===== src/rtl/neurram_pkg.sv =====
// Shared definitions for the NeuRRAM SPI input packer: FSM state encoding,
// words-per-vector helper and default start timeout.
package neurram_pkg;

  typedef enum logic [2:0] {
    ST_IDLE       = 3'd0,
    ST_LOAD       = 3'd1,
    ST_PACK       = 3'd2,
    ST_ARM        = 3'd3,
    ST_WAIT_START = 3'd4,
    ST_WAIT_END   = 3'd5
  } packer_state_e;

  // Cycles allowed for spi_idle to fall after a trigger.
  localparam int DEFAULT_START_TIMEOUT = 8;

  // Each 32-bit FIFO word carries 16 bits from each of the two lanes.
  function automatic int WORDS_PER_VECTOR(input int spi_length);
    return spi_length / 16;
  endfunction

endpackage


===== src/rtl/neurram_spi_input_packer_if.sv =====
// Handshake and bus bundle between the packer and its environment.
// The slave modport is the packer itself; master is the surrounding logic
// (vector source, controller FIFO and controller status).
interface neurram_spi_input_packer_if #(
  parameter int SPI_LENGTH = 256
);
  logic                  start;
  logic [3:0]            num_vectors;
  logic                  vec_valid;
  logic                  vec_ready;
  logic [SPI_LENGTH-1:0] vec_lane0;
  logic [SPI_LENGTH-1:0] vec_lane1;
  logic [31:0]           fifo_din;
  logic                  fifo_wr_en;
  logic                  fifo_full;
  logic                  spi_idle;
  logic                  spi_trigger;
  logic                  busy;
  logic                  done;
  logic                  err;

  modport slave (
    input  start, num_vectors, vec_valid, vec_lane0, vec_lane1, fifo_full, spi_idle,
    output vec_ready, fifo_din, fifo_wr_en, spi_trigger, busy, done, err
  );

  modport master (
    output start, num_vectors, vec_valid, vec_lane0, vec_lane1, fifo_full, spi_idle,
    input  vec_ready, fifo_din, fifo_wr_en, spi_trigger, busy, done, err
  );
endinterface


===== src/rtl/neurram_lane_interleave.sv =====
// Builds one 32-bit pipe-in word from two lanes: bit 2i comes from lane0 and
// bit 2i+1 from lane1, both taken from bit position word_idx*16+i.
// This is the inverse of the controller's pipe-in bit mapping.
module neurram_lane_interleave #(
  parameter int SPI_LENGTH = 256,
  parameter int IDX_W      = 4
) (
  input  logic [SPI_LENGTH-1:0] i_lane0,
  input  logic [SPI_LENGTH-1:0] i_lane1,
  input  logic [IDX_W-1:0]      i_word_idx,
  output logic [31:0]           o_word
);

  logic [15:0] w_seg0;
  logic [15:0] w_seg1;

  assign w_seg0 = i_lane0[{i_word_idx, 4'd0} +: 16];
  assign w_seg1 = i_lane1[{i_word_idx, 4'd0} +: 16];

  // Interleave the two 16-bit lane segments bit by bit.
  always_comb begin
    o_word = 32'd0;
    for (int i = 0; i < 16; i++) begin
      o_word[2*i]   = w_seg0[i];
      o_word[2*i+1] = w_seg1[i];
    end
  end

endmodule


===== src/rtl/neurram_spi_input_packer.sv =====
// Loads num_vectors two-lane SPI vectors into the controller pipe-in FIFO as
// interleaved 32-bit words, then triggers the controller and watches spi_idle
// for start (with timeout) and completion.
module neurram_spi_input_packer
  import neurram_pkg::*;
#(
  parameter int SPI_LENGTH    = 256,
  parameter int START_TIMEOUT = DEFAULT_START_TIMEOUT
) (
  input  logic                        clk,
  input  logic                        rst,
  neurram_spi_input_packer_if.slave   bus
);

  localparam int WPV   = WORDS_PER_VECTOR(SPI_LENGTH);
  localparam int IDX_W = (WPV > 1) ? $clog2(WPV) : 1;
  localparam int TO_W  = $clog2(START_TIMEOUT + 1);

  packer_state_e         r_state;
  packer_state_e         w_next_state;

  logic [3:0]            r_num;
  logic [3:0]            r_vcnt;
  logic [IDX_W-1:0]      r_k;
  logic [SPI_LENGTH-1:0] r_lane0;
  logic [SPI_LENGTH-1:0] r_lane1;
  logic [TO_W-1:0]       r_to_cnt;
  logic [31:0]           r_fifo_din;
  logic                  r_vec_ready;
  logic                  r_busy;
  logic                  r_trigger;
  logic                  r_done;
  logic                  r_err;

  logic                  w_handshake;
  logic                  w_write;
  logic                  w_last_word;
  logic [3:0]            w_vcnt_inc;
  logic [IDX_W-1:0]      w_k_next;
  logic                  w_to_expired;
  logic                  w_trigger_set;
  logic                  w_done_set;
  logic                  w_err_set;
  logic [SPI_LENGTH-1:0] w_il_lane0;
  logic [SPI_LENGTH-1:0] w_il_lane1;
  logic [IDX_W-1:0]      w_il_idx;
  logic [31:0]           w_word;

  assign w_handshake  = (r_state == ST_LOAD) && bus.vec_valid;
  assign w_write      = (r_state == ST_PACK) && !bus.fifo_full;
  assign w_last_word  = (r_k == IDX_W'(WPV - 1));
  assign w_vcnt_inc   = r_vcnt + 4'd1;
  assign w_k_next     = w_last_word ? {IDX_W{1'b0}} : (r_k + IDX_W'(1));
  assign w_to_expired = (r_to_cnt == TO_W'(START_TIMEOUT - 1));

  // The word register is preloaded with the word that will be shown next:
  // word 0 of the incoming vector on a handshake, word k+1 of the held vector
  // on a write. fifo_din therefore stays stable across a stall.
  always_comb begin
    w_il_lane0 = r_lane0;
    w_il_lane1 = r_lane1;
    w_il_idx   = w_k_next;
    if (r_state == ST_LOAD) begin
      w_il_lane0 = bus.vec_lane0;
      w_il_lane1 = bus.vec_lane1;
      w_il_idx   = {IDX_W{1'b0}};
    end else begin
      w_il_lane0 = r_lane0;
      w_il_lane1 = r_lane1;
      w_il_idx   = w_k_next;
    end
  end

  neurram_lane_interleave #(
    .SPI_LENGTH (SPI_LENGTH),
    .IDX_W      (IDX_W)
  ) u_interleave (
    .i_lane0    (w_il_lane0),
    .i_lane1    (w_il_lane1),
    .i_word_idx (w_il_idx),
    .o_word     (w_word)
  );

  // FSM state register.
  always_ff @(posedge clk) begin
    if (rst) begin
      r_state <= ST_IDLE;
    end else begin
      r_state <= w_next_state;
    end
  end

  // FSM next-state logic and the one-cycle event strobes.
  always_comb begin
    w_next_state  = r_state;
    w_trigger_set = 1'b0;
    w_done_set    = 1'b0;
    w_err_set     = 1'b0;
    case (r_state)
      ST_IDLE: begin
        if (bus.start && (bus.num_vectors != 4'd0)) w_next_state = ST_LOAD;
        else                                        w_next_state = ST_IDLE;
      end
      ST_LOAD: begin
        if (w_handshake) w_next_state = ST_PACK;
        else             w_next_state = ST_LOAD;
      end
      ST_PACK: begin
        if (w_write && w_last_word) begin
          if (w_vcnt_inc < r_num) w_next_state = ST_LOAD;
          else                    w_next_state = ST_ARM;
        end else begin
          w_next_state = ST_PACK;
        end
      end
      ST_ARM: begin
        if (bus.spi_idle) begin
          w_next_state  = ST_WAIT_START;
          w_trigger_set = 1'b1;
        end else begin
          w_next_state = ST_ARM;
        end
      end
      ST_WAIT_START: begin
        if (!bus.spi_idle) begin
          w_next_state = ST_WAIT_END;
        end else if (w_to_expired) begin
          w_next_state = ST_IDLE;
          w_err_set    = 1'b1;
        end else begin
          w_next_state = ST_WAIT_START;
        end
      end
      ST_WAIT_END: begin
        if (bus.spi_idle) begin
          w_next_state = ST_IDLE;
          w_done_set   = 1'b1;
        end else begin
          w_next_state = ST_WAIT_END;
        end
      end
      default: begin
        w_next_state = ST_IDLE;
      end
    endcase
  end

  // Datapath: counters, holding registers and registered outputs.
  always_ff @(posedge clk) begin
    if (rst) begin
      r_num       <= 4'd0;
      r_vcnt      <= 4'd0;
      r_k         <= {IDX_W{1'b0}};
      r_lane0     <= {SPI_LENGTH{1'b0}};
      r_lane1     <= {SPI_LENGTH{1'b0}};
      r_to_cnt    <= {TO_W{1'b0}};
      r_fifo_din  <= 32'd0;
      r_vec_ready <= 1'b0;
      r_busy      <= 1'b0;
      r_trigger   <= 1'b0;
      r_done      <= 1'b0;
      r_err       <= 1'b0;
    end else begin
      r_vec_ready <= (w_next_state == ST_LOAD);
      r_busy      <= (w_next_state != ST_IDLE);
      r_trigger   <= w_trigger_set;
      r_done      <= w_done_set;
      r_err       <= w_err_set;

      if ((r_state == ST_IDLE) && (w_next_state == ST_LOAD)) begin
        r_num  <= bus.num_vectors;
        r_vcnt <= 4'd0;
        r_k    <= {IDX_W{1'b0}};
      end

      if (w_handshake) begin
        r_lane0    <= bus.vec_lane0;
        r_lane1    <= bus.vec_lane1;
        r_k        <= {IDX_W{1'b0}};
        r_fifo_din <= w_word;
      end

      if (w_write) begin
        r_k        <= w_k_next;
        r_fifo_din <= w_word;
        if (w_last_word) r_vcnt <= w_vcnt_inc;
      end

      if (w_trigger_set) begin
        r_to_cnt <= {TO_W{1'b0}};
      end else if (r_state == ST_WAIT_START) begin
        r_to_cnt <= r_to_cnt + TO_W'(1);
      end
    end
  end

  assign bus.vec_ready   = r_vec_ready;
  assign bus.fifo_din    = r_fifo_din;
  assign bus.fifo_wr_en  = (r_state == ST_PACK) && !bus.fifo_full;
  assign bus.spi_trigger = r_trigger;
  assign bus.busy        = r_busy;
  assign bus.done        = r_done;
  assign bus.err         = r_err;

endmodule


===== src/flat_wrapper.sv =====
// flat-port wrapper written by rule: the top's interface ports become plain ports
module neurram_spi_input_packer_flat import neurram_pkg::*;
#(
  parameter int SPI_LENGTH    = 256,
  parameter int START_TIMEOUT = DEFAULT_START_TIMEOUT
)
  (clk, rst, bus_start, bus_num_vectors, bus_vec_valid, bus_vec_lane0, bus_vec_lane1, bus_fifo_full, bus_spi_idle, bus_vec_ready, bus_fifo_din, bus_fifo_wr_en, bus_spi_trigger, bus_busy, bus_done, bus_err);
  neurram_spi_input_packer_if #(.SPI_LENGTH(SPI_LENGTH)) bus_i ();
  input  logic clk;
  input  logic rst;
  input wire logic [$bits(bus_i.start)-1:0] bus_start;
  input wire logic [$bits(bus_i.num_vectors)-1:0] bus_num_vectors;
  input wire logic [$bits(bus_i.vec_valid)-1:0] bus_vec_valid;
  input wire logic [$bits(bus_i.vec_lane0)-1:0] bus_vec_lane0;
  input wire logic [$bits(bus_i.vec_lane1)-1:0] bus_vec_lane1;
  input wire logic [$bits(bus_i.fifo_full)-1:0] bus_fifo_full;
  input wire logic [$bits(bus_i.spi_idle)-1:0] bus_spi_idle;
  output wire logic [$bits(bus_i.vec_ready)-1:0] bus_vec_ready;
  output wire logic [$bits(bus_i.fifo_din)-1:0] bus_fifo_din;
  output wire logic [$bits(bus_i.fifo_wr_en)-1:0] bus_fifo_wr_en;
  output wire logic [$bits(bus_i.spi_trigger)-1:0] bus_spi_trigger;
  output wire logic [$bits(bus_i.busy)-1:0] bus_busy;
  output wire logic [$bits(bus_i.done)-1:0] bus_done;
  output wire logic [$bits(bus_i.err)-1:0] bus_err;
  assign bus_i.start = bus_start;
  assign bus_i.num_vectors = bus_num_vectors;
  assign bus_i.vec_valid = bus_vec_valid;
  assign bus_i.vec_lane0 = bus_vec_lane0;
  assign bus_i.vec_lane1 = bus_vec_lane1;
  assign bus_i.fifo_full = bus_fifo_full;
  assign bus_i.spi_idle = bus_spi_idle;
  assign bus_vec_ready = bus_i.vec_ready;
  assign bus_fifo_din = bus_i.fifo_din;
  assign bus_fifo_wr_en = bus_i.fifo_wr_en;
  assign bus_spi_trigger = bus_i.spi_trigger;
  assign bus_busy = bus_i.busy;
  assign bus_done = bus_i.done;
  assign bus_err = bus_i.err;
  neurram_spi_input_packer #(.SPI_LENGTH(SPI_LENGTH), .START_TIMEOUT(START_TIMEOUT)) u_core (.clk(clk), .rst(rst), .bus(bus_i));
endmodule

===== config.mk =====
export PLATFORM = sky130hd
export DESIGN_NAME = neurram_spi_input_packer_flat
export DESIGN_NICKNAME = d
export VERILOG_FILES = /design/src/rtl/neurram_pkg.sv /design/src/rtl/neurram_spi_input_packer_if.sv /design/src/rtl/neurram_lane_interleave.sv /design/src/rtl/neurram_spi_input_packer.sv /design/src/flat_wrapper.sv
export SDC_FILE = /design/constraint.sdc
export NUM_CORES = 2
export LEC_CHECK = 0
export CAP_MARGIN = 10
export CORE_UTILIZATION = 44
export DETAILED_ROUTE_END_ITERATION = 6
export GPL_TIMING_DRIVEN = 0
export HOLD_SLACK_MARGIN = 0.02
export PLACE_DENSITY = 0.79
export SLEW_MARGIN = 20
export SYNTH_ARGS = -nofsm -noshare
export SYNTH_HDL_FRONTEND = slang
export SYNTH_SLANG_ARGS = --single-unit

===== constraint.sdc =====
create_clock -name clk -period 3.89 [get_ports clk]
set_input_delay 0.389 -clock clk [delete_from_list [all_inputs] [get_ports clk]]
set_output_delay 0.389 -clock clk [all_outputs]
set_load 0.02 [all_outputs]

==> qor.csv <==
stage,metric,value,unit
status,status,finished with violations,
status,failing checks,setup timing,
yosys,Post-Synthesis Cells,3304,
critical_path,critical path class,flip-flop to flip-flop,
power,pwr/cell area,434,mW/mm^2
final_layout,final net count,4452,
yosys,synth top area cells,"dfxtp_1, nand2_1, a21oi_1",
sta,Hold Slack,0.288,ns
run,Max Cap Viol,0,
final_layout,P&R area growth vs syn,35.0,%
cts,CTS H-tree depth,2,
yosys,count of state elements after synthesis,568,
route,number of vias per cell,5.91,
route,DRT Pass-1 Iters,6,
yosys,Yosys top cell by area,dfxtp_1,
final_layout,Reg area,0.0114,sq mm
yosys,"Async S/R FF share, synth",0,%
sta,Slew HR,17.2,%
power,maximum VDD drop,373,uV
cts,worst-skew pair later-pin latency,0.65,ns
placement,Port Buffers,559,
critical_path,Critical Path AT,4.46,ns
yosys,synth warn,0,
route,"antenna viol nets, final",0,
yosys,share of the synthesized area in the top cell type,46.2,%
min_path,Hold Crit Class,input pin to flip-flop,
critical_path,CP max stage delay,0.84,ns
cts,"Hold-fix buffers, CTS",0,
placement,dpl cell area,0.0312,sq mm
cts,CTS buffer count,58,
critical_path,Startpoint Class,flip-flop,
final_layout,"commonest non-fill, non-tap cell in the layout",nand2_1,
global_route,vias in the first global route,25700,
critical_path,slowest cell on the critical path,buf_1,
critical_path,CP endpoint kind,flip-flop,
final_layout,final std cells w/o fill,4730,
critical_path,cell chain of the critical path,"buf_2, or3b_1, buf_2, buf_1, clkbuf_1, o221ai_1, a2111oi_0",
global_route,Overall Global Routing Usage,40.7,%
critical_path,Crit Path Max Fanout,10,
cts,Clock transition at path regs,0.06,ns
die,Die Y,239,um
sta,Least-Margin Pin Slew,1.24,ns
die,Initial Util,44.6,%
critical_path,Most common cell on crit path,buf_2,
die,core footprint,0.0552,sq mm
yosys,number of flops mapped to enable cells by yosys,0,
placement,routability congestion estimate,1.07,
final_layout,most frequent cells in the layout,"nand2_1, dfxtp_1, a21oi_1, clkdlybuf4s50_1, clkbuf_1",
sta,RSZ-0062 raised after global routing,no,
sta,Period minus WS final,3.94,ns
global_route,grt total ovfl,0,
global_route,wire length of the first global-routing pass,167000,um
route,WL per Instance,25.4,um
final_layout,final core area utilization,60.2,%
yosys,"Seq/Total Area, Yosys",46.2,%
sta,fin. max-slew vios,0,
placement,DP Wirelength,92700,um
cts,TritonCTS clock tree,yes,
sta,final worst-path cycle share,101,%
sta,Setup WS post-layout,-0.0530,ns
yosys,cell area after synthesis,0.0246,sq mm
global_route,number of antenna violations at the first check in global routing,13,
global_route,largest net degree at the start of global routing,16,
critical_path,top cell family by delay on the critical path,buffers and inverters,
route,via count,28000,
cts,Num Clock Sinks,568,
cts,Post-CTS Setup Bufs,0,
critical_path,Buffers & Inverters on Critical Path,4,
route,drt first-iter violations,3663,
final_layout,Multi-input gate area,0.0120,sq mm
route,Residual DRC,0,
die,Placement Rows,86,
sta,worst clock skew,0.0311,ns
power,leakage,0.0115,uW
yosys,"Primary FF master, synth",dfxtp_1,
placement,Inst Count DP,4612,
final_layout,filler instances,5071,
final_layout,ratio of cells with drive above 1 in the final layout,4.98,%
cts,clock buffer depth,3,
yosys,Yosys cell types,66,
sta,f_max,254,MHz
die,die footprint,0.0569,sq mm
die,Die Wd,239,um
route,final WL,120000,um
sta,Hold Fails Final Rpt,0,
cts,CTS resizes,0,
cts,Clock Root Buffer,clkbuf_16,
critical_path,CP required,4.41,ns
yosys,Synth Area per Inst,7.45,sq um
sta,Final setup viols,2,
final_layout,Post-Layout Inst Area,0.0332,sq mm
yosys,Mapped Nets,3832,
die,Top-Level Pins,560,
logic make-up (layout without fill, tap and decap cells):
| family | after synthesis | in the layout | share of synthesized area, % |
|---|---|---|---|
| buffers and inverters | 289 | 958 | 4.92 |
| and+or+nand+nor | 1504 | 1504 | 24.5 |
| xor gates and xnor gates | 7 | 7 | 0.356 |
| other | 0 | 9 | 0 |
| DFF | 568 | 568 | 46.2 |
| AOI/OAI and AO/OA | 827 | 827 | 19.3 |
| adders and majority gates | 6 | 6 | 0.305 |
| muxes | 103 | 103 | 4.48 |
worst paths after layout:
path	cells after the start	slack, ns	from	end
max	7	-0.05	u_core.r_state[1]	u_core.bus.fifo_din[31]
min	3	0.29	bus_vec_lane1[30]	u_core.r_lane1[30]
max reg2reg	7	-0.05	u_core.r_state[1]	u_core.bus.fifo_din[31]
min reg2reg	2	0.45	u_core.r_lane0[12]	u_core.r_lane0[12]
stage by stage:
step / total power, uW / worst slack (ns) / setup TNS (ns)
after global placement: 8400 / 0.231 / 0
after CTS: 14300 / 0.215 / 0
after global routing: 14700 / 0.0282 / 0
after floorplan: 7180 / 1.66 / 0
after detailed placement: 8420 / 0.235 / 0
final: 14400 / -0.0530 / -0.0756
cell usage after synthesis (2+ instances only):
cell,n
o211a_1,5
a31oi_1,31
clkbuf_1,200
a32oi_1,24
o221ai_1,23
a311oi_1,6
inv_1,9
nand2b_1,12
o21a_1,3
buf_1,14
nand2_2,2
and2_1,4
a2111oi_0,12
o2111ai_1,8
o22ai_1,52
nor2b_1,8
xnor2_1,2
a211oi_1,4
nand3b_1,2
a21oi_1,560
a22oi_1,21
nand2_1,1262
nand3_1,47
mux2_2,7
and3_1,26
nor2_1,66
buf_6,5
nor4_1,6
buf_2,55
dfxtp_1,568
a21boi_0,2
ha_1,6
buf_4,5
or3_1,8
xor2_1,3
o31a_1,2
o21ai_0,51
and4b_1,2
a2111oi_1,6
mux2i_1,91
mux4_2,5
nand4_1,7
a21bo_2,4
a31o_2,5
nor3_1,42
power breakdown:
part / total, uW / switching (uW) / leakage [uW] / internal (uW)
combinational: 2130 / 1240 / 0.00588 / 890
clock: 6010 / 2500 / 0.000997 / 3510
sequential: 6270 / 197 / 0.00461 / 6080
total: 14400 / 3930 / 0.0115 / 10500
worst reg2reg max path, delay by kind of cell, from the launching register on:
family	cells	cell delay, ns
simple gates	1	0.21
compound gates	2	1.08
buf+inv	4	2.25
flops	1	0.30
final cells by class:
class	instances	share of cell area, %
clock inverters	19	0.817
inverters	10	0.113
flip-flops and latches	568	34.2
multi-input cells	2447	36.2
well taps	748	2.82
clock buffers	90	5.31
diodes	9	0.0678
plain buffers	279	3.53
repair buffers	560	16.9
routing by layer:
layer | vias to the layer above | wire length (um) | GRT usage, %
met3 | 451 | 15500 | 10.8
li1 | 12400 | - | -
met1 | 13100 | 43800 | 50.0
met2 | 2024 | 51900 | 62.9
met5 | - | 48 | 0
met4 | 8 | 9090 | 26.3
sequential cells by signal (all words and copies together) (netlist names):
register	count
u_core.bus.done	1
u_core.bus.vec_ready	1
u_core.r_state	3
u_core.r_to_cnt	4
u_core.r_lane1	256
u_core.bus.fifo_din	32
u_core.r_vcnt	4
u_core.bus.busy	1
u_core.r_num	4
u_core.r_lane0	256
u_core.bus.spi_trigger	1
u_core.bus.err	1
u_core.r_k	4
(Power assumes the default switching activity.)
